===== src/rtl/fwd_pkg.sv =====
// Shared widths and the history slot record for the operand-forwarding unit.
package fwd_pkg;
  localparam int XLEN_DEF  = 32;
  localparam int REG_W_DEF = 5;

  typedef struct packed {
    logic                 valid;
    logic [REG_W_DEF-1:0] rd;
    logic                 ready;
    logic [XLEN_DEF-1:0]  data;
  } fwd_slot_t;
endpackage


===== src/rtl/fwd_lookup.sv =====
// Single-operand priority search over the history slots, youngest (slot0) first.
module fwd_lookup
  import fwd_pkg::*;
#(
  parameter int XLEN  = XLEN_DEF,
  parameter int REG_W = REG_W_DEF,
  parameter int DEPTH = 3
) (
  input  logic [DEPTH-1:0]            slot_valid,
  input  logic [DEPTH-1:0]            slot_ready,
  input  logic [DEPTH-1:0][REG_W-1:0] slot_rd,
  input  logic [DEPTH-1:0][XLEN-1:0]  slot_data,
  input  logic [REG_W-1:0]            rs,
  input  logic [XLEN-1:0]             rf_data,
  output logic [XLEN-1:0]             data,
  output logic                        hit,
  output logic                        pend
);
  logic found;

  always_comb begin
    found = 1'b0;
    data  = rf_data;
    hit   = 1'b0;
    pend  = 1'b0;
    // The first match decides; an older ready copy never bypasses a pending load.
    for (int k = 0; k < DEPTH; k++) begin
      if (!found && (rs != '0) && slot_valid[k] && (slot_rd[k] == rs)) begin
        found = 1'b1;
        if (slot_ready[k]) begin
          hit  = 1'b1;
          data = slot_data[k];
        end else begin
          pend = 1'b1;
        end
      end
    end
  end
endmodule


===== src/rtl/fwd_history_unit.sv =====
// Operand forwarding from a DEPTH-deep post-EX result history with load-use stall.
// Optional FWD_STATS_EN adds hit/stall counters.
module fwd_history_unit
  import fwd_pkg::*;
#(
  parameter int XLEN    = XLEN_DEF,
  parameter int NUM_SRC = 2,
  parameter int DEPTH   = 3,
  parameter int REG_W   = REG_W_DEF
) (
  input  logic                     clk,
  input  logic                     rst,
  input  logic                     ex_valid,
  input  logic                     ex_we,
  input  logic                     ex_is_load,
  input  logic [REG_W-1:0]         ex_rd,
  input  logic [XLEN-1:0]          ex_result,
  input  logic                     ld_rsp_valid,
  input  logic [XLEN-1:0]          ld_rsp_data,
  input  logic [NUM_SRC*REG_W-1:0] src_rs,
  input  logic [NUM_SRC*XLEN-1:0]  src_rf_data,
  output logic [NUM_SRC*XLEN-1:0]  src_data,
  output logic [NUM_SRC-1:0]       src_fwd_hit,
  output logic                     stall,
  output logic                     ld_err
`ifdef FWD_STATS_EN
  ,
  output logic [31:0]              stat_hits,
  output logic [31:0]              stat_stalls
`endif
);
  logic [DEPTH-1:0]            valid_q, valid_d;
  logic [DEPTH-1:0]            ready_q, ready_d;
  logic [DEPTH-1:0][REG_W-1:0] rd_q, rd_d;
  logic [DEPTH-1:0][XLEN-1:0]  data_q, data_d;
  logic                        ld_err_q, ld_err_d;
  logic                        fill_done;
  logic [NUM_SRC-1:0]          pend;

  always_comb begin
    valid_d[0] = ex_valid & ex_we & (ex_rd != '0);
    rd_d[0]    = ex_rd;
    ready_d[0] = ~ex_is_load;
    data_d[0]  = ex_result;
    for (int k = 1; k < DEPTH; k++) begin
      valid_d[k] = valid_q[k-1];
      rd_d[k]    = rd_q[k-1];
      ready_d[k] = ready_q[k-1];
      data_d[k]  = data_q[k-1];
    end
    // Responses return in program order, so they complete the oldest pending
    // entry after the shift; the incoming slot0 only qualifies when nothing older waits.
    fill_done = 1'b0;
    for (int k = DEPTH-1; k >= 0; k--) begin
      if (ld_rsp_valid && !fill_done && valid_d[k] && !ready_d[k]) begin
        ready_d[k] = 1'b1;
        data_d[k]  = ld_rsp_data;
        fill_done  = 1'b1;
      end
    end
    ld_err_d = ld_err_q
             | (valid_q[DEPTH-1] & ~ready_q[DEPTH-1])
             | (ld_rsp_valid & ~fill_done);
  end

  always_ff @(posedge clk) begin
    if (rst) begin
      valid_q  <= '0;
      ready_q  <= '0;
      rd_q     <= '0;
      data_q   <= '0;
      ld_err_q <= 1'b0;
    end else begin
      valid_q  <= valid_d;
      ready_q  <= ready_d;
      rd_q     <= rd_d;
      data_q   <= data_d;
      ld_err_q <= ld_err_d;
    end
  end

  for (genvar i = 0; i < NUM_SRC; i++) begin : g_src
    fwd_lookup #(.XLEN(XLEN), .REG_W(REG_W), .DEPTH(DEPTH)) u_lookup (
      .slot_valid (valid_q),
      .slot_ready (ready_q),
      .slot_rd    (rd_q),
      .slot_data  (data_q),
      .rs         (src_rs[i*REG_W +: REG_W]),
      .rf_data    (src_rf_data[i*XLEN +: XLEN]),
      .data       (src_data[i*XLEN +: XLEN]),
      .hit        (src_fwd_hit[i]),
      .pend       (pend[i])
    );
  end

  assign stall  = |pend;
  assign ld_err = ld_err_q;

`ifdef FWD_STATS_EN
  logic [31:0] stat_hits_q, stat_hits_d;
  logic [31:0] stat_stalls_q, stat_stalls_d;

  always_comb begin
    stat_hits_d = stat_hits_q;
    for (int i = 0; i < NUM_SRC; i++) stat_hits_d = stat_hits_d + 32'(src_fwd_hit[i]);
    stat_stalls_d = stat_stalls_q + 32'(stall);
  end

  always_ff @(posedge clk) begin
    if (rst) begin
      stat_hits_q   <= '0;
      stat_stalls_q <= '0;
    end else begin
      stat_hits_q   <= stat_hits_d;
      stat_stalls_q <= stat_stalls_d;
    end
  end

  assign stat_hits   = stat_hits_q;
  assign stat_stalls = stat_stalls_q;
`endif
endmodule

===== config.mk =====
export PLATFORM = sky130hd
export DESIGN_NAME = fwd_history_unit
export DESIGN_NICKNAME = d
export VERILOG_FILES = /design/src/rtl/fwd_pkg.sv /design/src/rtl/fwd_lookup.sv /design/src/rtl/fwd_history_unit.sv
export SDC_FILE = /design/constraint.sdc
export NUM_CORES = 1
export LEC_CHECK = 0
export CAP_MARGIN = 20
export CORE_UTILIZATION = 35
export CTS_BUF_LIST = sky130_fd_sc_hd__clkbuf_4
export DETAILED_ROUTE_END_ITERATION = 6
export HOLD_SLACK_MARGIN = 0.05
export PLACE_DENSITY = 0.67
export SYNTH_ARGS = -nofsm -noshare
export SYNTH_HDL_FRONTEND = slang
export SYNTH_SLANG_ARGS = --single-unit

===== constraint.sdc =====
create_clock -name clk -period 3.2 [get_ports clk]
set_input_delay 0.48 -clock clk [delete_from_list [all_inputs] [get_ports clk]]
set_output_delay 0.48 -clock clk [all_outputs]
set_load 0.01 [all_outputs]

==> reports/results.txt, run 1 <==
outcome - finished, violations left
failing checks - negative setup slack
hold depth - 2
initial antenna violation count - 1
Yosys reg bits - 118
Switching Fraction - 27.2%
WP data required - 2720 ps
final worst slack - -223 ps
r2r endpoint - data_q[17]$_SDFF_PP0_
Root Buffer - clkbuf_4
internal reg-to-reg setup slack - 1110 ps
crit path launch type - flop
Setup WS pre-CTS - -787 ps
share of cells above drive strength 1 - 35.1%
Die X - 141 um
Post-Synth Adder-Cell Area - 0%
port buffer count - 216
max-cap violations - 0
largest family of logic cells by synthesized area - multiplexers
leak pwr - 0.00485 uW
Die ar. - 0.0198 mm^2
syn nets - 953
router iterations before antenna repair - 5
# diodes - 0
CTS clk-pin slew, worst paths - 100 ps
H-tree depth - 4
post-route ant nets - 0
xor/xnor share of the synthesized area - 3.52%
Int Power - 2440 uW
post-synth cell types - 38
WL final - 25.2 mm
gr ovfl total - 0
Psw - 909 uW
DR vias - 6899
Synth Area in Compound Gates - 11.1%
final net count - 1244
clk_lat worst skew - 550 ps
max-slew violation count - 0
delay of the slowest cell on the worst path - 600 ps
mean area per synthesized cell - 8.37 um^2
mapped cell area - 0.00673 mm^2
Worst Min Path Start - rst
Worst-Margin Slew - 950 ps
Crit-path slowest cell - or4_4
area added between synthesis and finish - 61.6%
Final Hold Viols - 0
Starting Density - 35.8%
Clock Path Buffers - 2
CORE AREA - 0.0188 mm^2
via density per instance - 5.14
Clock Skews - 13.1 ps
IO Count - 217
crit path time final - 3420 ps
RSZ-0062 raised after global routing - true
Synth area leaders - dfxtp_1 35%, mux2_2 16%, nand2_1 13%
drt drc - 0
Post-Synthesis Cells - 804
clock power share - 31.6%
largest net degree at the start of global routing - 64
clock sink count - 118
Rel. slew slack - 36.6%
Final Setup Violations - 61
highest clock rate - 292 MHz
share of the synthesized area in the top cell type - 35.1%
vias in the first global route - 7129
GP Congestion - 0.846
hold endpoint - ready_q[1]$_SDFF_PP0_
sequential power share - 47.7%
VDD IR max - 0.000160 V
Critical Path, Cell by Cell - xnor2_1 > nand4_1 > or4_4 > buf_12 > buf_12 > buf_4 > mux2_4 > mux2_4 > buf_6
critical path class - flop to output pin
global-route wire length before repair - 38.7 mm
CP Max Fanout - 8
Ys Warns - 0
register area share after synthesis - 35.1%
HP Class - input pin to flop
setup TNS - -5670 ps
CP Capture Type - output pin
# rows - 50
Final Cycle Share - 107%
GRT Resource Usage Total - 25.7%
fill count - 1681
simple logic cell fraction of the synthesized area - 18.2%
CTS tree - done
Die Y - 141 um
mux contribution to synthesized area - 27.6%
hpwl dp - 14.9 mm
combinational share of power - 20.7%
Num CTS Buffers - 17
crit path DAT - 2940 ps
total power divided by cell area - 308 mW/mm^2
cell taking the most area after synthesis - dfxtp_1
Worst Reg-to-Reg Cells - 8
DRT iter0 DRCs - 282
reg2reg start - valid_q[0]$_SDFF_PP0_
wire per inst - 18.8 um
[worst max path at each step]
stage | start | to | slack, ps | cells past startpoint
2_1_floorplan | src_rs[1] | src_data[19] | 330 | 8
3_3_place_gp | src_rs[2] | src_data[1] | -750 | 9
3_5_place_dp | src_rs[2] | src_data[1] | -790 | 9
4_1_cts | rd_d[7]$_SDFF_PP0_ | src_data[24] | -200 | 11
5_1_grt | rd_d[14]$_SDFF_PP0_ | src_data[18] | -310 | 9
6_report | rd_d[13]$_SDFF_PP0_ | src_data[18] | -220 | 9
[what timing repair did]
action | 4_1_cts | 5_1_grt
hold buffers | 0 | 0
endpoints found under the hold margin | 0 | 0
buffers inserted | 52 | 6
gates resized for setup | 457 | 54
pin swaps | 23 | 17
setup endpoints to repair | 67 | 67
gates cloned | 9 | 2
[placed cells by master (no fill, tap or decap), types with 4 or more instances in the layout]
cell type	count
dlygate4sd2_1	6
xor2_1	10
nor2b_1	18
buf_4	62
mux2_4	89
nand2_1	230
buf_16	6
buf_2	35
clkinv_2	5
buf_6	53
buf_12	23
nor2_1	4
mux2i_1	31
xnor2_2	10
a21oi_1	102
dfxtp_2	12
inv_1	5
o21ai_1	31
clkbuf_4	20
mux2_2	37
dfxtp_1	104
nor3_1	4
clkdlybuf4s50_1	138
xnor2_1	6
[stage by stage]
stage | instance area, um^2 | utilization [%] | hold WS, ps | power, uW | instances
global placement | 9440 | 50.3 | 458 | 2260 | 1246
global route | 10900 | 57.9 | 437 | 3500 | 1342
floorplan | 6730 | - | 442 | 1880 | 804
CTS | 10800 | 57.7 | 405 | 3340 | 1339
detailed placement | 9440 | 50.3 | 463 | 2270 | 1246
finish | 10900 | 57.9 | 444 | 3350 | 1342
[sequential cells by signal (all words and copies together), names as in the netlist]
signal	cells
data_q	96
rd_q	5
ld_err	1
rd_d	10
ready_q	3
valid_q	3
[synth_stat cells]
| master | number |
|---|---|
| a21oi_1 | 102 |
| a222oi_1 | 1 |
| a31oi_1 | 2 |
| and2_1 | 1 |
| and3_1 | 2 |
| and4_1 | 1 |
| buf_1 | 4 |
| buf_2 | 9 |
| buf_4 | 5 |
| buf_6 | 3 |
| clkbuf_1 | 38 |
| dfxtp_1 | 118 |
| inv_1 | 6 |
| mux2_1 | 6 |
| mux2_2 | 96 |
| mux2_4 | 26 |
| mux2i_1 | 32 |
| nand2_1 | 233 |
| nand2b_1 | 1 |
| nand3_1 | 5 |
| nand3_2 | 1 |
| nand3b_1 | 1 |
| nand4_1 | 1 |
| nor2_1 | 8 |
| nor2b_1 | 18 |
| nor3_1 | 4 |
| nor4_1 | 3 |
| nor4_2 | 2 |
| nor4b_1 | 1 |
| o211ai_1 | 2 |
| o21ai_0 | 34 |
| o21ba_2 | 1 |
| o21bai_1 | 2 |
| o22ai_1 | 1 |
| or3_1 | 2 |
| or4_1 | 5 |
| xnor2_1 | 17 |
| xor2_1 | 10 |
[worst max-delay path: cells and delay by family (launching register included)]
| family | cells | cell delay (ps) |
|---|---|---|
| multiplexers | 2 | 550 |
| buffers and inverters | 4 | 570 |
| flip-flops | 1 | 350 |
| XOR/XNOR | 1 | 170 |
| AND/OR/NAND/NOR | 2 | 760 |
[power groups by stage]
stage | registers (uW) | clock network (uW) | logic (uW)
2_1_floorplan | 1610 | 0 | 269
3_3_place_gp | 1620 | 0 | 635
3_5_place_dp | 1630 | 0 | 640
4_1_cts | 1590 | 1070 | 680
5_1_grt | 1610 | 1150 | 742
6_report | 1600 | 1060 | 694
[metal layers]
layer  global-route usage, %  vias up  part of all wire (%)
met5                       0        -                 0.044
met4                    9.10        2                   1.9
met3                    5.13       35                   6.4
met2                    42.9      245                    48
met1                    32.9     3296                    44
li1                        -     3321                     -
[cells by family after synthesis]
kind of cell,Yosys count
XOR/XNOR,27
AO/OA/AOI/OAI,145
buffers and inverters,65
flip-flops,118
AND/OR/NAND/NOR,289
multiplexers,160
[layout make-up]
type / instances / area (um^2) / share of cell area, %
multi-input combinational: 621 / 4500 / 41.4
timing repair buffer: 331 / 3410 / 31.4
sequential: 118 / 2380 / 21.9
tap: 234 / 293 / 2.69
clock buffer: 20 / 150 / 1.38
clock inverter: 12 / 111 / 1.02
inverter: 6 / 22.5 / 0.207
Note: power is estimated with default switching activity, not from simulation.
==> run 2, diff against run 1 <==
--- a/config.mk
+++ b/config.mk
@@ -6,11 +6,14 @@
 export NUM_CORES = 1
 export LEC_CHECK = 0
 export CAP_MARGIN = 20
+export CELL_PAD_IN_SITES_DETAIL_PLACEMENT = 0
+export CELL_PAD_IN_SITES_GLOBAL_PLACEMENT = 1
+export CORE_MARGIN = 1.5
 export CORE_UTILIZATION = 35
 export CTS_BUF_LIST = sky130_fd_sc_hd__clkbuf_4
 export DETAILED_ROUTE_END_ITERATION = 6
 export HOLD_SLACK_MARGIN = 0.05
-export PLACE_DENSITY = 0.67
+export PLACE_DENSITY = 0.87
 export SYNTH_ARGS = -nofsm -noshare
 export SYNTH_HDL_FRONTEND = slang
 export SYNTH_SLANG_ARGS = --single-unit
==> run 2 against run 1 <==
  * The run still ends with negative setup slack left
  * Sequential power about the same
  * Final area grew 0.78%
  * Die area increased by 1.4%
  * Non-clock buffer count decreased by 16
  * Power is essentially flat
  * Maximum frequency is 3.1% higher
  * Via count decreased by 1.7%
  * Worst hold slack gained 26 ps
  * Worst setup slack improved by 100 ps
  * Critical path depth rose by 1
==> reports/results.txt, run 2 (same netlist as run 1, synthesis figures left out) <==
Rel. slew slack - 48.5% (+12 points)
router iterations before antenna repair - 5 (unchanged)
clock sink count - 118 (unchanged)
clk_lat worst skew - 540 ps (about the same)
Switching Fraction - 26.3% (-0.86 points)
fill count - 1609 (-4.3%)
Worst Min Path Start - data_q[56]$_SDFF_PP0_
crit path DAT - 2840 ps (-100 ps)
area added between synthesis and finish - 62.8%
combinational share of power - 21.9% (+1.2 points)
Int Power - 2470 uW (+1.2%)
total power divided by cell area - 306 mW/mm^2 (-0.75%)
CP Max Fanout - 8 (unchanged)
wire per inst - 18.7 um (-0.39%)
Worst Reg-to-Reg Cells - 8 (unchanged)
final total power - 3350 uW (about the same)
sequential power share - 47.8% (about the same)
Final Hold Viols - 0 (unchanged)
CP Capture Type - output pin
GRT Resource Usage Total - 24.2% (-1.6 points)
commonest non-fill, non-tap cell in the layout - nand2_1
RSZ-0062 raised after global routing - true
largest net degree at the start of global routing - 70 (+9.4%)
IO Count - 217 (unchanged)
Die X - 142 um (+0.71%)
commonest cells after routing, fill and taps aside - 230 x nand2_1, 138 x clkdlybuf4s50_1, 126 x mux2_4, 107 x dfxtp_1, 102 x a21oi_1
global-route wire length before repair - 37.3 mm (-3.6%)
CTS tree - done
hpwl dp - 15.7 mm (+5.3%)
setup TNS - -2220 ps (+3450 ps)
Worst-Margin Slew - 772 ps (-178 ps)
flip-flop count of the largest register after layout - 96 (unchanged)
initial antenna violation count - 0 (-1)
failing checks - negative setup slack
Num CTS Buffers - 17 (unchanged)
outcome - finished, violations left
register bank with the most flops - data_q
clock power share - 30.3% (-1.3 points)
DR vias - 6780 (-1.7%)
H-tree depth - 4 (unchanged)
critical path class - flop to output pin
Final Setup Violations - 46 (-25%)
WL final - 24.7 mm (-1.8%)
Psw - 880 uW (-3.2%)
# rows - 50 (unchanged)
Clock Skews - 10.0 ps (-3.08 ps)
Final Cycle Share - 104% (-3.2 points)
final net count - 1228 (-1.3%)
GP Congestion - 0.829 (-2.0%)
Root Buffer - clkbuf_4
reg2reg start - valid_q[1]$_SDFF_PP0_
max-slew violation count - 0 (unchanged)
internal reg-to-reg setup slack - 1150 ps (+40 ps)
WHS - 470 ps (+26.0 ps)
drt drc - 0 (unchanged)
share of cells above drive strength 1 - 34.5% (-0.58 points)
Starting Density - 35.8% (unchanged)
crit path launch type - flop
port buffer count - 216 (unchanged)
Setup WS pre-CTS - -771 ps (+15.6 ps)
vias in the first global route - 6851 (-3.9%)
CTS clk-pin slew, worst paths - 100 ps (about the same)
final worst slack - -120 ps (+104 ps)
hold depth - 2 (unchanged)
via density per instance - 5.12 (-0.31%)
leak pwr - 0.00489 uW (+0.88%)
HP Class - flop to flop
DRT iter0 DRCs - 323 (+15%)
max-cap violations - 0 (unchanged)
Clock Path Buffers - 2 (unchanged)
CORE AREA - 0.0188 mm^2 (unchanged)
# diodes - 0 (unchanged)
post-route ant nets - 0 (unchanged)
Die ar. - 0.0201 mm^2 (+1.4%)
WP data required - 2720 ps (about the same)
hold endpoint - data_q[88]$_SDFF_PP0_
crit path time final - 3320 ps (-104 ps)
Die Y - 142 um (+0.71%)
r2r endpoint - data_q[4]$_SDFF_PP0_
highest clock rate - 301 MHz (+3.1%)
VDD IR max - 0.000198 V (+24%)
gr ovfl total - 0 (unchanged)
## run 2: cell types whose count changed in the layout (fill, tap and decap cells not counted), sizes merged
| cell | change |
|---|---|
| clkinv | -2 |
| buf | -14 |
| dlygate4sd2 | -1 |
| clkinvlp | -2 |
## run 2: worst max-delay path by stage
stage                        from            to  depth (start not counted)
6_report       rd_d[7]$_SDFF_PP0_  src_data[17]                         10
5_1_grt        rd_d[9]$_SDFF_PP0_   src_data[5]                         10
4_1_cts        rd_d[7]$_SDFF_PP0_  src_data[14]                         11
3_5_place_dp            src_rs[1]  src_data[12]                         10
3_3_place_gp            src_rs[1]  src_data[13]                         10
2_1_floorplan           src_rs[1]  src_data[19]                          8
## run 2: area by class of cell
class                           count  area, um^2  share of cell area (%)
Clock buffer                       21         158                    1.44
Clock inverter                      8        85.1                   0.777
Inverter                            6        22.5                   0.206
Multi-Input combinational cell    621        4750                    43.4
Sequential cell                   118        2380                    21.8
Tap cell                          234         293                    2.67
Timing Repair Buffer              315        3260                    29.8
## run 2: worst max-delay path, cell delays in order (launching register included)
cell and delay, ps:
dfxtp_4 380, xnor2_4 170, nand2_2 100, nor4_4 260
buf_6 200, buf_12 150, buf_4 120, mux2_4 290
mux2_4 250, mux2_4 260, buf_6 120
## run 2: layer usage
layer / routed length, um / part of all wire, % / track usage, %
met2: 11900 / 48 / 39.9
met1: 11000 / 44 / 31.3
met5: 0 / 0 / 0
met3: 1540 / 6.2 / 5.30
met4: 382 / 1.5 / 7.92
## run 2: power groups by stage
stage / Clock (uW) / Combinational, uW / Sequential [uW]
6_report: 1010 / 734 / 1600
5_1_grt: 1100 / 784 / 1610
4_1_cts: 1040 / 682 / 1600
3_5_place_dp: 0 / 637 / 1630
3_3_place_gp: 0 / 630 / 1630
2_1_floorplan: 0 / 269 / 1610
## run 2: timing repair
action                                 4_1_cts  5_1_grt
cloned                                       5        1
setup endpoints to repair                   67       66
setup buffers                               31       10
hold buffers                                 0        0
endpoints found under the hold margin        0        0
pin swaps                                   21       33
gates resized for setup                    475       85
## run 2: stage by stage
step	cells	utilization [%]	instance area, um^2
final	1323	58.4	11000
after global routing	1323	58.4	11000
after CTS	1316	56.5	10600
after detailed placement	1253	51.0	9580
after global placement	1253	51.0	9580
after floorplan	804	-	6730
==> run 3, diff against run 2 <==
--- a/config.mk
+++ b/config.mk
@@ -12,6 +12,7 @@
 export CORE_UTILIZATION = 35
 export CTS_BUF_LIST = sky130_fd_sc_hd__clkbuf_4
 export DETAILED_ROUTE_END_ITERATION = 6
+export GPL_TIMING_DRIVEN = 0
 export HOLD_SLACK_MARGIN = 0.05
 export PLACE_DENSITY = 0.87
 export SYNTH_ARGS = -nofsm -noshare
==> run 3 against run 2 <==
  * Register-to-register slack worse by 510 ps
  * Maximum frequency is 0.61% lower
  * Non-clock buffer count is 18 lower
  * Die area stayed put
  * Sequential cell count stayed put
  * The flow still finishes with violations (negative setup slack)
  * Largest cell class unchanged
  * Routed wire length is 2.0% higher
  * Via count is 0.53% lower
  * Count of clock-buffer cells in the layout is 3 lower
  * Sequential power hardly changed
==> reports/results.txt, run 3 (same netlist as run 1, synthesis figures left out) <==
HP Class - flop to flop
Num CTS Buffers - 17 (unchanged)
RSZ-0062 raised after global routing - true
final net count - 1211 (-1.4%)
CORE AREA - 0.0188 mm^2 (unchanged)
highest clock rate - 299 MHz (-0.61%)
delay-heaviest family, CP - buffers and inverters
# diodes - 0 (unchanged)
GRT Resource Usage Total - 24.3% (+0.19 points)
flip-flop count of the largest register after layout - 96 (unchanged)
area added between synthesis and finish - 53.6%
Clock Path Buffers - 2 (unchanged)
commonest non-fill, non-tap cell in the layout - nand2_1
max-slew violation count - 0 (unchanged)
hold depth - 2 (unchanged)
Critical Path, Cell by Cell - dlygate4sd2_1 > or4_4 > nor2_4 > nor4_4 > buf_6 > buf_4 > clkbuf_16 > mux2_2 > mux2i_1 > o21ai_1 > dlygate4sd2_1
IO Count - 217 (unchanged)
drt drc - 0 (unchanged)
crit path DAT - 2860 ps (+20 ps)
largest net degree at the start of global routing - 17 (-76%)
Root Buffer - clkbuf_4
vias in the first global route - 6781 (-1.0%)
H-tree depth - 4 (unchanged)
router iterations before antenna repair - 5 (unchanged)
register bank with the most flops - data_q
hpwl dp - 16.9 mm (+7.4%)
internal reg-to-reg setup slack - 640 ps (-510 ps)
Design Area, Final - 0.0103 mm^2 (-5.7%)
Worst-Margin Slew - 727 ps (-45.6 ps)
WL final - 25.2 mm (+2.0%)
delay of the slowest cell on the worst path - 570 ps (+190 ps)
Die Y - 142 um (unchanged)
Die X - 142 um (unchanged)
Buf/Inv on CP - 5 (+1)
WP data required - 2720 ps (about the same)
Psw - 907 uW (+3.0%)
gr ovfl total - 0 (unchanged)
CP Capture Type - output pin
clk_lat worst skew - 530 ps (about the same)
share of cells above drive strength 1 - 29.2% (-5.3 points)
Worst Reg-to-Reg Cells - 9 (+1)
hold_buf cts - 0 (unchanged)
DRT iter0 DRCs - 400 (+24%)
Crit-path slowest cell - or4_4
Multi-input gate area - 0.00452 mm^2 (-4.9%)
VDD IR max - 0.000194 V (-1.8%)
Inst Count DP - 1253 (unchanged)
CTS clk-pin slew, worst paths - 110 ps (about the same)
final worst slack - -140 ps (-20.3 ps)
GP Congestion - 0.802 (-3.3%)
commonest cells after routing, fill and taps aside - 230 x nand2_1, 138 x clkdlybuf4s50_1, 105 x dfxtp_1, 102 x a21oi_1, 92 x mux2_4
crit path launch type - input pin
port buffer count - 215 (-0.46%)
Top cell by count, worst path - dlygate4sd2_1
total power divided by cell area - 320 mW/mm^2 (+4.7%)
Final Setup Violations - 42 (-8.7%)
via density per instance - 5.16 (+0.61%)
critical path class - input pin to output pin
clock sink count - 118 (unchanged)
global-route wire length before repair - 37.3 mm (-0.11%)
Rel. slew slack - 51.5% (+3.0 points)
Die ar. - 0.0201 mm^2 (unchanged)
outcome - finished, violations left
Int Power - 2400 uW (-2.8%)
max-cap violations - 0 (unchanged)
combinational share of power - 20.6% (-1.3 points)
Starting Density - 35.8% (unchanged)
Final Non-Filler Cells - 1308 (-1.1%)
CTS tree - done
Final Hold Viols - 0 (unchanged)
CP Max Fanout - 10 (+2)
Crit path depth - 11 (+1)
failing checks - negative setup slack
final total power - 3300 uW (-1.3%)
setup TNS - -3730 ps (-1510 ps)
clock power share - 31.1% (+0.8 points)
DR vias - 6744 (-0.53%)
Clock Skews - 15.0 ps (+5.00 ps)
placed inst area - 0.00917 mm^2 (-4.3%)
fill count - 1731 (+7.6%)
Switching Fraction - 27.4% (+1.1 points)
post-route ant nets - 0 (unchanged)
sequential cell area - 0.00239 mm^2 (+0.21%)
# rows - 50 (unchanged)
initial antenna violation count - 0 (unchanged)
Final Cycle Share - 104% (+0.63 points)
crit path time final - 3340 ps (+20.3 ps)
sequential power share - 48.3% (+0.5 points)
wire per inst - 19.3 um (+3.2%)
leak pwr - 0.00449 uW (-8.1%)
## run 3: metal layers
layer	global-route usage (%)	up-vias	wire, um
met5	0	-	0
met4	6.78	0	362
met3	4.66	28	1620
met2	40.8	247	12100
met1	31.9	3217	11200
li1	-	3252	-
## run 3: path summary, 6_finish.rpt
path	start	end
worst max-delay path	src_rs[5]	src_data[37]
worst min-delay path	data_q[4]$_SDFF_PP0_	data_q[36]$_SDFF_PP0_
worst max register to register	valid_q[1]$_SDFF_PP0_	data_q[22]$_SDFF_PP0_
worst min register to register	data_q[4]$_SDFF_PP0_	data_q[36]$_SDFF_PP0_
## run 3: power by group through the flow
stage	sequential [uW]	clock, uW	combinational, uW
floorplan	1610	0	269
global placement	1620	0	621
detailed placement	1630	0	624
CTS	1590	1040	649
global route	1610	1120	732
finish	1600	1030	682
## run 3: what timing repair did
action | in CTS | in global routing
buffers inserted | 15 | 4
endpoints found under the hold margin | 0 | 0
endpoints found under the setup margin | 67 | 65
gates resized for setup | 429 | 89
pin swaps | 17 | 14
gates cloned | 1 | 5
## run 3: per-stage QoR
stage	hold WS, ps	utilization (%)	setup WS [ps]
2_1_floorplan	442	-	333
3_3_place_gp	454	48.9	-1390
3_5_place_dp	460	48.9	-1440
4_1_cts	439	53.4	-173
5_1_grt	451	55.0	-252
6_report	472	55.0	-140
## run 3: cell type report
type                       instances  share of cell area (%)
timing repair buffer             239                    22.8
clock buffer                      18                    1.31
clock inverter                    13                    1.11
inverter                           6                   0.218
multi-input combinational        622                    43.7
buffer                            58                    4.87
sequential                       118                    23.1
tap                              234                    2.83
## run 3: worst min-delay path, stage by stage, from the launching register on
cell	delay (ps)
dfxtp_1	330
nand2_1	60
a21oi_1	50
